## src/rtl/keypad_controller_pkg.sv

```systemverilog
// ============================================================================
// Module  : keypad_controller_pkg
// Purpose : Shared types and helpers for the keypad controller: debounce FSM
//           state encoding, the empty-keyboard word and the key-index to
//           ASCII map.
// Ports   : none (package)
// Revision: 1.0 - initial release
// ============================================================================
`default_nettype none

package keypad_controller_pkg;

  typedef enum logic [1:0] {
    ST_IDLE     = 2'd0,
    ST_PRESS_DB = 2'd1,
    ST_HELD     = 2'd2,
    ST_REL_DB   = 2'd3
  } kp_state_e;

  // Keyboard word presented to the CPU when no key event is queued.
  localparam logic [15:0] KBD_NONE = 16'h0000;

  // 0-9 map to '0'-'9', 10-15 map to 'A'-'F' (8'h37 + 10 = 8'h41).
  function automatic logic [7:0] key_to_ascii(input logic [3:0] index);
    if (index < 4'd10) begin
      return 8'h30 + {4'h0, index};
    end
    return 8'h37 + {4'h0, index};
  endfunction

endpackage

`default_nettype wire

```

## src/rtl/keypad_controller_fifo.sv

```systemverilog
// ============================================================================
// Module  : keypad_controller_fifo
// Purpose : Generic synchronous FIFO with first-word fall-through head output.
//           A pop on an empty FIFO is ignored; a push on a full FIFO is taken
//           only when a pop frees a slot in the same cycle.
// Ports   : clk_i, reset_i           clock, synchronous active-high reset
//           push_i, push_data_i      write strobe and data
//           pop_i                    read strobe
//           head_o                   oldest entry (valid when !empty_o)
//           full_o, empty_o          occupancy flags
//           count_o                  number of stored entries
// Revision: 1.0 - initial release
// ============================================================================
`default_nettype none

module keypad_controller_fifo #(
  parameter int WIDTH = 8,
  parameter int DEPTH = 4
) (
  input  logic                     clk_i,
  input  logic                     reset_i,
  input  logic                     push_i,
  input  logic [WIDTH-1:0]         push_data_i,
  input  logic                     pop_i,
  output logic [WIDTH-1:0]         head_o,
  output logic                     full_o,
  output logic                     empty_o,
  output logic [$clog2(DEPTH):0]   count_o
);

  localparam int PTR_W = $clog2(DEPTH);
  localparam int CNT_W = PTR_W + 1;

  logic [WIDTH-1:0] mem_q [DEPTH];
  logic [PTR_W-1:0] wr_ptr_q;
  logic [PTR_W-1:0] rd_ptr_q;
  logic [CNT_W-1:0] count_q;
  logic             w_do_push;
  logic             w_do_pop;

  assign empty_o   = (count_q == '0);
  assign full_o    = (count_q == CNT_W'(DEPTH));
  assign w_do_pop  = pop_i & ~empty_o;
  // A full FIFO still accepts a push when the same cycle frees the head slot.
  assign w_do_push = push_i & (~full_o | w_do_pop);
  assign head_o    = mem_q[rd_ptr_q];
  assign count_o   = count_q;

  // Storage needs no reset: entries are only observed through count_q.
  always_ff @(posedge clk_i) begin
    if (w_do_push) begin
      mem_q[wr_ptr_q] <= push_data_i;
    end
  end

  // Pointers wrap naturally since DEPTH is a power of two.
  always_ff @(posedge clk_i) begin
    if (reset_i) begin
      wr_ptr_q <= '0;
      rd_ptr_q <= '0;
      count_q  <= '0;
    end else begin
      if (w_do_push) begin
        wr_ptr_q <= wr_ptr_q + PTR_W'(1);
      end
      if (w_do_pop) begin
        rd_ptr_q <= rd_ptr_q + PTR_W'(1);
      end
      count_q <= count_q + CNT_W'(w_do_push) - CNT_W'(w_do_pop);
    end
  end

endmodule

`default_nettype wire

```

## src/rtl/keypad_controller.sv

```systemverilog
// ============================================================================
// Module  : keypad_controller
// Purpose : Turns the raw key_index/key_valid level from the keypad scanner
//           into debounced, one-per-press ASCII events queued in a FIFO that
//           the CPU reads as a 16-bit keyboard word (0 = no key).
// Ports   : clk_i, reset_i       clock, synchronous active-high reset
//           key_index_i [3:0]    scanner key index, meaningful while valid
//           key_valid_i          scanner "key detected" level
//           rd_en_i              CPU pop strobe
//           rd_data_o [15:0]     ASCII of FIFO head, 0 when empty
//           fifo_count_o         queued event count
//           key_down_o           debounced key currently held
//           overflow_o           sticky event-dropped flag
//           clr_overflow_i       clears overflow_o (a same-cycle drop wins)
// Revision: 1.0 - initial release
// ============================================================================
`default_nettype none

module keypad_controller
  import keypad_controller_pkg::*;
#(
  parameter int DEBOUNCE_CYCLES = 100000,  // must be >= 2
  parameter int FIFO_DEPTH      = 4        // power of two, >= 2
) (
  input  logic                          clk_i,
  input  logic                          reset_i,
  input  logic [3:0]                    key_index_i,
  input  logic                          key_valid_i,
  input  logic                          rd_en_i,
  output logic [15:0]                   rd_data_o,
  output logic [$clog2(FIFO_DEPTH):0]   fifo_count_o,
  output logic                          key_down_o,
  output logic                          overflow_o,
  input  logic                          clr_overflow_i
);

  localparam int              CNT_W    = $clog2(DEBOUNCE_CYCLES + 1);
  localparam logic [CNT_W-1:0] CNT_LAST = CNT_W'(DEBOUNCE_CYCLES - 1);

  kp_state_e        state_q, state_d;
  logic [CNT_W-1:0] cnt_q, cnt_d;
  logic [3:0]       cand_q, cand_d;
  logic             push_q, push_d;
  logic [7:0]       push_data_q, push_data_d;
  logic             overflow_q, overflow_d;

  logic [CNT_W-1:0] w_cnt_inc;
  logic             w_match;
  logic             w_full;
  logic             w_empty;
  logic             w_drop;
  logic [7:0]       w_head;

  assign w_match   = key_valid_i && (key_index_i == cand_q);
  assign w_cnt_inc = cnt_q + CNT_W'(1);
  // The FIFO only refuses a push when full and not popped this cycle.
  assign w_drop    = push_q & w_full & ~rd_en_i;

  // Confirmation is decided when the incremented count reaches the last
  // value, so the IDLE sample plus the PRESS_DB samples add up to exactly
  // DEBOUNCE_CYCLES stable samples. The event itself is staged in push_q
  // and lands in the FIFO one edge later.
  always_comb begin
    state_d     = state_q;
    cnt_d       = cnt_q;
    cand_d      = cand_q;
    push_d      = 1'b0;
    push_data_d = key_to_ascii(cand_q);
    overflow_d  = overflow_q;

    case (state_q)
      ST_IDLE: begin
        if (key_valid_i) begin
          cand_d  = key_index_i;
          cnt_d   = '0;
          state_d = ST_PRESS_DB;
        end
      end
      ST_PRESS_DB: begin
        if (!w_match) begin
          cnt_d   = '0;
          state_d = ST_IDLE;
        end else if (w_cnt_inc == CNT_LAST) begin
          cnt_d   = '0;
          push_d  = 1'b1;
          state_d = ST_HELD;
        end else begin
          cnt_d = w_cnt_inc;
        end
      end
      ST_HELD: begin
        if (!w_match) begin
          cnt_d   = '0;
          state_d = ST_REL_DB;
        end
      end
      ST_REL_DB: begin
        if (w_match) begin
          cnt_d   = '0;
          state_d = ST_HELD;
        end else if (w_cnt_inc == CNT_LAST) begin
          cnt_d   = '0;
          state_d = ST_IDLE;
        end else begin
          cnt_d = w_cnt_inc;
        end
      end
      default: begin
        cnt_d   = '0;
        state_d = ST_IDLE;
      end
    endcase

    if (w_drop) begin
      overflow_d = 1'b1;
    end else if (clr_overflow_i) begin
      overflow_d = 1'b0;
    end
  end

  always_ff @(posedge clk_i) begin
    if (reset_i) begin
      state_q     <= ST_IDLE;
      cnt_q       <= '0;
      cand_q      <= '0;
      push_q      <= 1'b0;
      push_data_q <= '0;
      overflow_q  <= 1'b0;
    end else begin
      state_q     <= state_d;
      cnt_q       <= cnt_d;
      cand_q      <= cand_d;
      push_q      <= push_d;
      push_data_q <= push_data_d;
      overflow_q  <= overflow_d;
    end
  end

  keypad_controller_fifo #(
    .WIDTH (8),
    .DEPTH (FIFO_DEPTH)
  ) u_fifo (
    .clk_i       (clk_i),
    .reset_i     (reset_i),
    .push_i      (push_q),
    .push_data_i (push_data_q),
    .pop_i       (rd_en_i),
    .head_o      (w_head),
    .full_o      (w_full),
    .empty_o     (w_empty),
    .count_o     (fifo_count_o)
  );

  assign rd_data_o  = w_empty ? KBD_NONE : {8'h00, w_head};
  assign key_down_o = (state_q == ST_HELD) || (state_q == ST_REL_DB);
  assign overflow_o = overflow_q;

endmodule

`default_nettype wire

```

## config.mk

```make
export PLATFORM = sky130hd
export DESIGN_NAME = keypad_controller
export DESIGN_NICKNAME = d
export VERILOG_FILES = /design/src/rtl/keypad_controller_pkg.sv /design/src/rtl/keypad_controller_fifo.sv /design/src/rtl/keypad_controller.sv
export SDC_FILE = /design/constraint.sdc
export NUM_CORES = 1
export LEC_CHECK = 0
export ABC_CLOCK_PERIOD_IN_PS = 5600
export CAP_MARGIN = 10
export CORE_AREA = 2 2 101 103
export CTS_CLUSTER_DIAMETER = 80
export DETAILED_ROUTE_END_ITERATION = 8
export DIE_AREA = 0 0 103 105
export GPL_TIMING_DRIVEN = 0
export PLACE_DENSITY_LB_ADDON = 0.3
export SYNTH_ARGS = -nofsm -noshare
export SYNTH_HDL_FRONTEND = slang
export SYNTH_SLANG_ARGS = --single-unit
```

## constraint.sdc

```tcl
create_clock -name clk_i -period 5.6 [get_ports clk_i]
set_clock_uncertainty 0.2 [all_clocks]
set_input_delay 1.12 -clock clk_i [delete_from_list [all_inputs] [get_ports clk_i]]
set_output_delay 1.12 -clock clk_i [all_outputs]
set_load 0.005 [all_outputs]
```

Word level (Yosys, flattened, before mapping)
Memory sizes are Yosys's and may differ from the RTL's. A register that Yosys moved wholly into a read port is not among the register bits. Index checks and enable logic that the tools add are counted.

Register bits: 40. Input port bits: 9. Memories: 1. RAM bits: 32. Output and inout port bits: 21. Word-level logic and storage cells: 71.

Memory list: u_fifo.mem_q (words 4, width 8, rd ports 1, clocked after Yosys merged registers in 1, write ports 1, RTL line keypad_controller_fifo.sv:34) `logic [WIDTH-1:0] mem_q [DEPTH];`.

Reductions and logical operators: 9. Equal/unequal tests: 10. Multiplexer cells: 24. Order comparisons: 1. Bitwise gates (word level): 10. $add $sub $neg: 7.

Operators with widths (count): $mux W17 (5); $pmux W17 S4 (1); $mux W8 (3); $add A17 B1 Y17 const B (1); $eq A17 B17 Y1 const B (1); $mux W2 (8); $add A6 B4 Y7 const A (2); $pmux W2 S4 (1); $mux W1 (6); $ne A3 B3 Y1 const B (2); $not A1 Y1 (5); $add A2 B1 Y2 const B (2); $and A1 B1 Y1 (4); $eq A2 B2 Y1 const B (2); $eq A4 B4 Y1 (1); $lt A4 B4 Y1 const B (1); $ne A2 B2 Y1 const B (2); $reduce_and A2 Y1 (2); $reduce_and A4 Y1 (1); $add A3 B1 Y3 (1); $eq A3 B3 Y1 const B (1); $logic_not A3 Y1 (1); $reduce_or A3 Y1 (1); $sub A3 B1 Y3 (1); 6 further kinds (6).

Longest topological paths before layout
Gate-level depths: netlist of run 1.

Depth after elaboration: 7. Depth in mapped cells: 9. Mapped depth without buffers: 9.

Modules after synthesis
From an unflattened synthesis of run 1, not the netlist that was laid out.

Cell total of the unflattened synthesis: 327. Area total of the unflattened synthesis: 3544.6 µm².

Modules (own cells, without submodules): keypad_controller (times used 1, sequential area each 640.6 µm², cells each 238, area an instance 1895.6 µm²); keypad_controller_fifo (times used 1, sequential area each 1141.1 µm², cells each 89, area an instance 1649.1 µm²).

Worst setup path after synthesis of run 1
Ideal clock, no wire load.

Kind: input to register. From: input port key_index_i[3]. To: register cnt_q[13]. Arrival time: 2.588 ns. Cell stages on the path: 8. Setup time: 0.057 ns. Path slack: 2.755 ns. Buffers on the path: 1. Required time: 5.343 ns. Cell sequence: xnor2_1 > nand3_1 > or3_1 > a21oi_4 > o311ai_4 > buf_4 > nor3b_1 > a21o_1.

Cells in the longest elaborated chain, start to end: 4. Elaborated cells between the ends (all ways): 7. Those cells by class: eq/ne: 2; mux: 3; reduce/logical: 2.

RTL lines: start, declared (RTL line keypad_controller.sv:27) `input logic [3:0] key_index_i,`; $eq A4 B4 Y1 * (RTL line keypad_controller.sv:54) `assign w_match = key_valid_i && (key_index_i == cand_q);`; $logic_and A1 B1 Y1 * (RTL line keypad_controller.sv:54); $mux W17 (tied with other cells) (RTL line keypad_controller.sv:98) `if (w_match) begin`; $pmux W17 S4 / $reduce_and A2 Y1 (equally long branches); end signal, assigned (RTL line keypad_controller.sv:131) `cnt_q <= cnt_d;`; end, declared (RTL line keypad_controller.sv:41) `logic [CNT_W-1:0] cnt_q, cnt_d;`.

Every way passes the cells marked *; elsewhere a longest branch is shown, timed or not. A chain may end at the register's enable or synchronous reset.

==> run metrics, run 1 <==
outcome finished clean; crit-path cells clkbuf_1 > mux4_2 > nor2b_1 > clkdlybuf4s50_1; Switching Share 26.1%; GR Util All Layers 12.1%; die area 10800 um2; synthesized area 3340 um2; delay of the slowest cell on the worst path 0.58 ns; worst-margin pin slew 0.998 ns; WP data arrival 2.34 ns; vias in the first global route 2148; CP Max Fanout 7; Iter 0 DRT Violations 69; grt ovf 0; largest family of logic cells by synthesized area simple AND/OR/NAND/NOR gates; DRC viols 0; P_sw 343 uW; CP max stage cell mux4_2; CTS resizes 0; Rows 36; reg2reg start cnt_q[0]; ANT cells 0; Main synth FF type dfxtp_1; DRT Pass-1 Iters 4; CTS tree yes; Hold Crit Class flop to flop; Post-synth top cells dfxtp_1 (41), nor2_1 (33), edfxtp_1 (28), nand2_1 (21), nor2b_1 (14); # hold bufs at CTS 0; WL per Instance 12.5 um; share of cells above drive strength 1 12.7%; register area share after synthesis 49.8%; Worst Setup End Kind output pin; hpwl dp 4450 um; post-synthesis async set-or-reset flop share 0%; number of synthesized flops with an enable pin 28; relative slew slack 32.9%; compound-cell area share of the yosys netlist 10.8%; Slew Viols, Final 0; largest net degree at the start of global routing 14; Tcrit/Tclk final 65.3%; Comb power frac 22.2%; Yosys reg bits 69; number of port buffers 19; clk buf depth 2; P_int 968 uW; RSZ-0062 raised after global routing no; worst skew pair latency 0.35 ns; Simple-Gate Fraction of Synth Area 20.1%; hold wc startpoint push_data_q[4]; Lkg Pwr 0.00142 uW; DIE HEIGHT 105 um; GP Congestion 0.772; multiplexer share of the synthesized area 5.62%; CP Class flop to output pin; xor and xnor area share after synthesis 3.67%; vias per cell 4.73; Distinct cells, synth 57; max-cap viol count 0; Worst EP required 4.28 ns; Synth top area share 25.2%; PwrDens 332 nW/um2; Hold Violations, Final 0; most numerous cell in the Yosys netlist dfxtp_1; setup TNS 0 ns; Clock power frac 34.4%; Max VDD drop 0.116 mV; post-route ant nets 0; synthesis-to-finish area growth 18.2%; final setup vio count 0; register share of total power 43.3%; Mean Syn Cell Area 10.5 um2; Post-Synth Adder-Cell Area 3.97%; routed via count 2337; Sink Count 69; synth warn 0; first-pass GRT wire length 10300 um; CTS root buf clkbuf_8; dominant cell type by area after synthesis edfxtp_1; nets@finish 375; initial core utilization 34.6%; cts bufs inserted 9; final WL 6200 um; Die Wd 103 um; core area 9640 um2; CTS clk-pin slew, worst paths 0.08 ns; Area contributors post-synth edfxtp_1 (25%), dfxtp_1 (25%), mux4_2 (4.7%); Setup crit start kind flop; Setup Buffers After CTS 0; initial antenna violation count 0; Final min period 3.66 ns; WHS 0.281 ns; H-tree level count 3; Mapped Cells 318; I/O pin cnt 30; Peak Freq 274 MHz
## layout by cell type (no fill, tap or decap), types with 8 or more instances in the layout
cell type and instances:
dfxtp_1 41, nor2_1 33, edfxtp_1 28, nand2_1 21, clkdlybuf4s50_1 19, nor2b_1 14, inv_1 12, o21ai_0 11
xnor2_1 11, a21oi_1 11, buf_4 10, clkbuf_1 9, ha_1 9, conb_1 9, clkbuf_8 9, nor3_1 8
## flip-flops by register name, summed over array words and instances (netlist names), named ones only
| register | cells |
|---|---|
| u_fifo.mem_q | 28 |
| cand_q | 4 |
| u_fifo.count_o | 3 |
| u_fifo.rd_ptr_q | 2 |
| push_data_q | 7 |
| u_fifo.wr_ptr_q | 2 |
| push_q | 1 |
| overflow_o | 1 |
| cnt_q | 17 |
| state_q | 1 |
## cell type report
| class | count | area (um2) |
|---|---|---|
| Sequential cell | 69 | 1660 |
| Inverter | 12 | 45.0 |
| Multi-Input combinational cell | 220 | 1510 |
| Tap cell | 133 | 166 |
| Clock buffer | 9 | 124 |
| Buffer | 25 | 150 |
| Fill cell | 977 | 5690 |
| Timing Repair Buffer | 19 | 190 |
| Clock inverter | 7 | 97.6 |
## routing by layer
metal | wire (um) | share of wire [%] | global-route usage, %
met1 | 2750 | 44 | 13.9
met2 | 3150 | 51 | 20.8
met3 | 190 | 3.1 | 3.61
met4 | 102 | 1.6 | 4.79
met5 | 0 | 0 | 0
## cell families (layout without fill, tap and decap cells)
kind of cell | count (synthesis) | in the layout
AO/OA/AOI/OAI | 52 | 52
XOR/XNOR | 14 | 14
adder cells (fa/ha/maj) | 10 | 10
buffers and inverters | 37 | 72
flip-flops | 69 | 69
multiplexers | 10 | 10
other | 1 | 9
AND/OR/NAND/NOR | 125 | 125
## power by group through the flow
stage,clock network (uW),logic [uW],registers (uW)
2_1_floorplan,0,171,576
3_3_place_gp,0,290,579
3_5_place_dp,0,299,579
4_1_cts,466,299,568
5_1_grt,484,323,571
6_report,451,291,568
## through the flow
step / utilization, % / worst slack [ns] / cell area (um2) / total power [uW] / instances
after floorplan: - / 2.76 / 3370 / 747 / 326
after global placement: 38.6 / 1.98 / 3720 / 868 / 478
final: 40.9 / 1.94 / 3950 / 1310 / 494
after CTS: 40.9 / 1.86 / 3950 / 1330 / 494
after global routing: 40.9 / 1.78 / 3950 / 1380 / 494
after detailed placement: 38.6 / 1.97 / 3720 / 878 / 478
## final timing paths
path / slack (ns) / cells past startpoint / endpoint
max: 1.94 / 4 / rd_data_o[2]
min: 0.28 / 0 / u_fifo.mem_q[3][4]
max reg2reg: 2.63 / 9 / cnt_q[5]
min reg2reg: 0.28 / 0 / u_fifo.mem_q[3][4]
## critical path: cells and delay by family (launching register included)
family,cells,cell delay [ns]
AND/OR/NAND/NOR,1,0.15
buffers and inverters,2,0.95
multiplexers,1,0.58
flip-flops,1,0.31
Note: power is estimated with default switching activity, not from simulation.
==> inputs of run 2 (changes only) <==
--- a/config.mk
+++ b/config.mk
@@ -5,7 +5,7 @@
 export SDC_FILE = /design/constraint.sdc
 export NUM_CORES = 1
 export LEC_CHECK = 0
-export ABC_CLOCK_PERIOD_IN_PS = 5600
+export ABC_CLOCK_PERIOD_IN_PS = 3300
 export CAP_MARGIN = 10
 export CORE_AREA = 2 2 101 103
 export CTS_CLUSTER_DIAMETER = 80
==> constraint.sdc (replaced) <==
create_clock -name clk_i -period 3.3 [get_ports clk_i]
set_clock_uncertainty 0.2 [all_clocks]
set_input_delay 0.66 -clock clk_i [delete_from_list [all_inputs] [get_ports clk_i]]
set_output_delay 0.66 -clock clk_i [all_outputs]
set_load 0.005 [all_outputs]
==> run 2 against run 1 <==
- via count hardly changed
- global-route usage did not move
- wire length barely moved
- count of clock-buffer cells in the layout unchanged
- die area is the same
- clock power rose by 69%
==> run metrics, run 2 (synthesized netlist as in run 1, its figures left out) <==
DRT Pass-1 Iters 4 (unchanged); CP Max Fanout 7 (unchanged); final non-filler cell area 3940 um2 (about the same); outcome finished clean; cts bufs inserted 9 (unchanged); core area 9640 um2 (unchanged); Slew Viols, Final 0 (unchanged); vias per cell 4.74 (+0.12%); Critical Path Stages 3 (-1); Die Wd 103 um (unchanged); grt ovf 0 (unchanged); commonest non-fill, non-tap cell in the layout dfxtp_1; initial core utilization 34.6% (unchanged); largest net degree at the start of global routing 14 (unchanged); ANT cells 0 (unchanged); # hold bufs at CTS 0 (unchanged); critical path's top delay family flip-flops; hold path endpoint cnt_q[16]; nets@finish 374 (-0.27%); RR Endpoint cnt_q[5]; Tcrit/Tclk final 91.9%; Sink Count 69 (unchanged); reg2reg start cnt_q[0]; final setup vio count 0 (unchanged); fillcell total 977 (unchanged); DIE HEIGHT 105 um (unchanged); Final min period 3.03 ns; delay of the slowest cell on the worst path 0.62 ns (+0.04 ns); hpwl dp 4450 um (unchanged); minimum setup slack among reg-to-reg paths 0.33 ns (-2.30 ns); WP data arrival 2.17 ns (-0.17 ns); commonest cells after routing, fill and taps aside dfxtp_1 (41), nor2_1 (33), edfxtp_1 (28); CTS clk-pin slew, worst paths 0.08 ns (about the same); Iter 0 DRT Violations 90 (+30%); CTS root buf clkbuf_8; first-pass GRT wire length 10300 um (unchanged); DRC viols 0 (unchanged); Rows 36 (unchanged); crit-path cells mux4_2 > nor2b_1 > clkdlybuf4s50_1; max-cap viol count 0 (unchanged); Hold Violations, Final 0 (unchanged); hold wc startpoint cnt_q[16]; Setup crit start kind flop; Hold Path Depth 2 (+2); I/O pin cnt 30 (unchanged); FF-to-FF path depth 9 (unchanged); CP Class flop to output pin; worst-margin pin slew 0.998 ns (-0.000429 ns); Largest register FFs 28 (unchanged); crit path buf inv count 1 (-1); final WL 6200 um (about the same); number of port buffers 19 (unchanged); post-route ant nets 0 (unchanged); GR Util All Layers 12.1% (unchanged); GP Congestion 0.772 (unchanged); Max VDD drop 0.198 mV (+70%); total power 2220 uW (+69%); Hold Crit Class flop to flop; setup TNS 0 ns (unchanged); CP max stage cell dfxtp_1; die area 10800 um2 (unchanged); relative slew slack 33.0% (about the same); CTS tree yes; initial antenna violation count 0 (unchanged); synthesis-to-finish area growth 18.1% (about the same); share of cells above drive strength 1 12.8% (+0.035 points); clk buf depth 2 (unchanged); routed via count 2335 (-0.086%); H-tree level count 3 (unchanged); worst skew pair latency 0.35 ns (about the same); vias in the first global route 2148 (unchanged); Peak Freq 330 MHz; RSZ-0062 raised after global routing no; WL per Instance 12.6 um (+0.27%); largest registers u_fifo.mem_q: 28 flops, cnt_q: 17 flops, push_data_q: 7 flops; Worst Setup End Kind output pin; Largest Register u_fifo.mem_q; CTS resizes 0 (unchanged); Worst EP required 2.44 ns (-1.84 ns); Placed Instance Area 3720 um2 (unchanged); Lkg Pwr 0.00142 uW (about the same); Setup Buffers After CTS 0 (unchanged); PwrDens 563 nW/um2 (+69%)
-- run 2: metal layers --
| metal | vias up | global-route usage [%] | wire (um) |
|---|---|---|---|
| met5 | - | 0 | 0 |
| met2 | 32 | 20.8 | 3150 |
| met1 | 1109 | 13.9 | 2760 |
| met3 | 11 | 3.61 | 193 |
| met4 | 0 | 4.79 | 98 |
| li1 | 1183 | - | - |
-- run 2: power by group --
part,internal [uW],total [uW],switching (uW)
Sequential,927,988,60.7
Clock,429,764,335
Combinational,285,467,182
-- run 2: worst max-delay path by stage --
stage	slack, ns	endpoint	from
floorplan	0.72	cnt_q[3]	cnt_q[0]
global placement	0.14	cnt_q[13]	key_index_i[3]
detailed placement	0.13	cnt_q[4]	key_index_i[3]
CTS	0.02	rd_data_o[2]	flop
global route	0.13	rd_data_o[2]	flop
finish	0.27	rd_data_o[2]	flop
-- run 2: worst min-delay path, cell delays in order, from the launching register on --
cell     delay (ns)
dfxtp_1        0.33
nand2_1        0.06
a21oi_1        0.05
-- run 2: final cells by class --
type	count	area, um2	area share, %
repair buffers	19	190	4.83
flip-flops and latches	69	1660	42.2
inverters	12	45.0	1.14
plain buffers	24	146	3.71
clock inverters	7	97.6	2.48
well taps	133	166	4.22
clock buffers	9	124	3.14
multi-input cells	220	1510	38.3
-- run 2: per-stage QoR --
stage          setup WS [ns]  instances  util [%]  hold slack (ns)
3_3_place_gp           0.137        478      38.6            0.255
3_5_place_dp           0.131        478      38.6            0.269
6_report               0.269        493      40.9            0.282
4_1_cts               0.0222        494      40.9            0.284
5_1_grt                0.127        493      40.9            0.305
2_1_floorplan          0.722        326         -            0.238
==> inputs of run 3 (changes only) <==
--- a/config.mk
+++ b/config.mk
@@ -6,7 +6,6 @@
 export NUM_CORES = 1
 export LEC_CHECK = 0
 export ABC_CLOCK_PERIOD_IN_PS = 3300
-export CAP_MARGIN = 10
 export CORE_AREA = 2 2 101 103
 export CTS_CLUSTER_DIAMETER = 80
 export DETAILED_ROUTE_END_ITERATION = 8
==> results of run 3 <==
No change in the layout: final DEF, timing and power equal those of run 2.
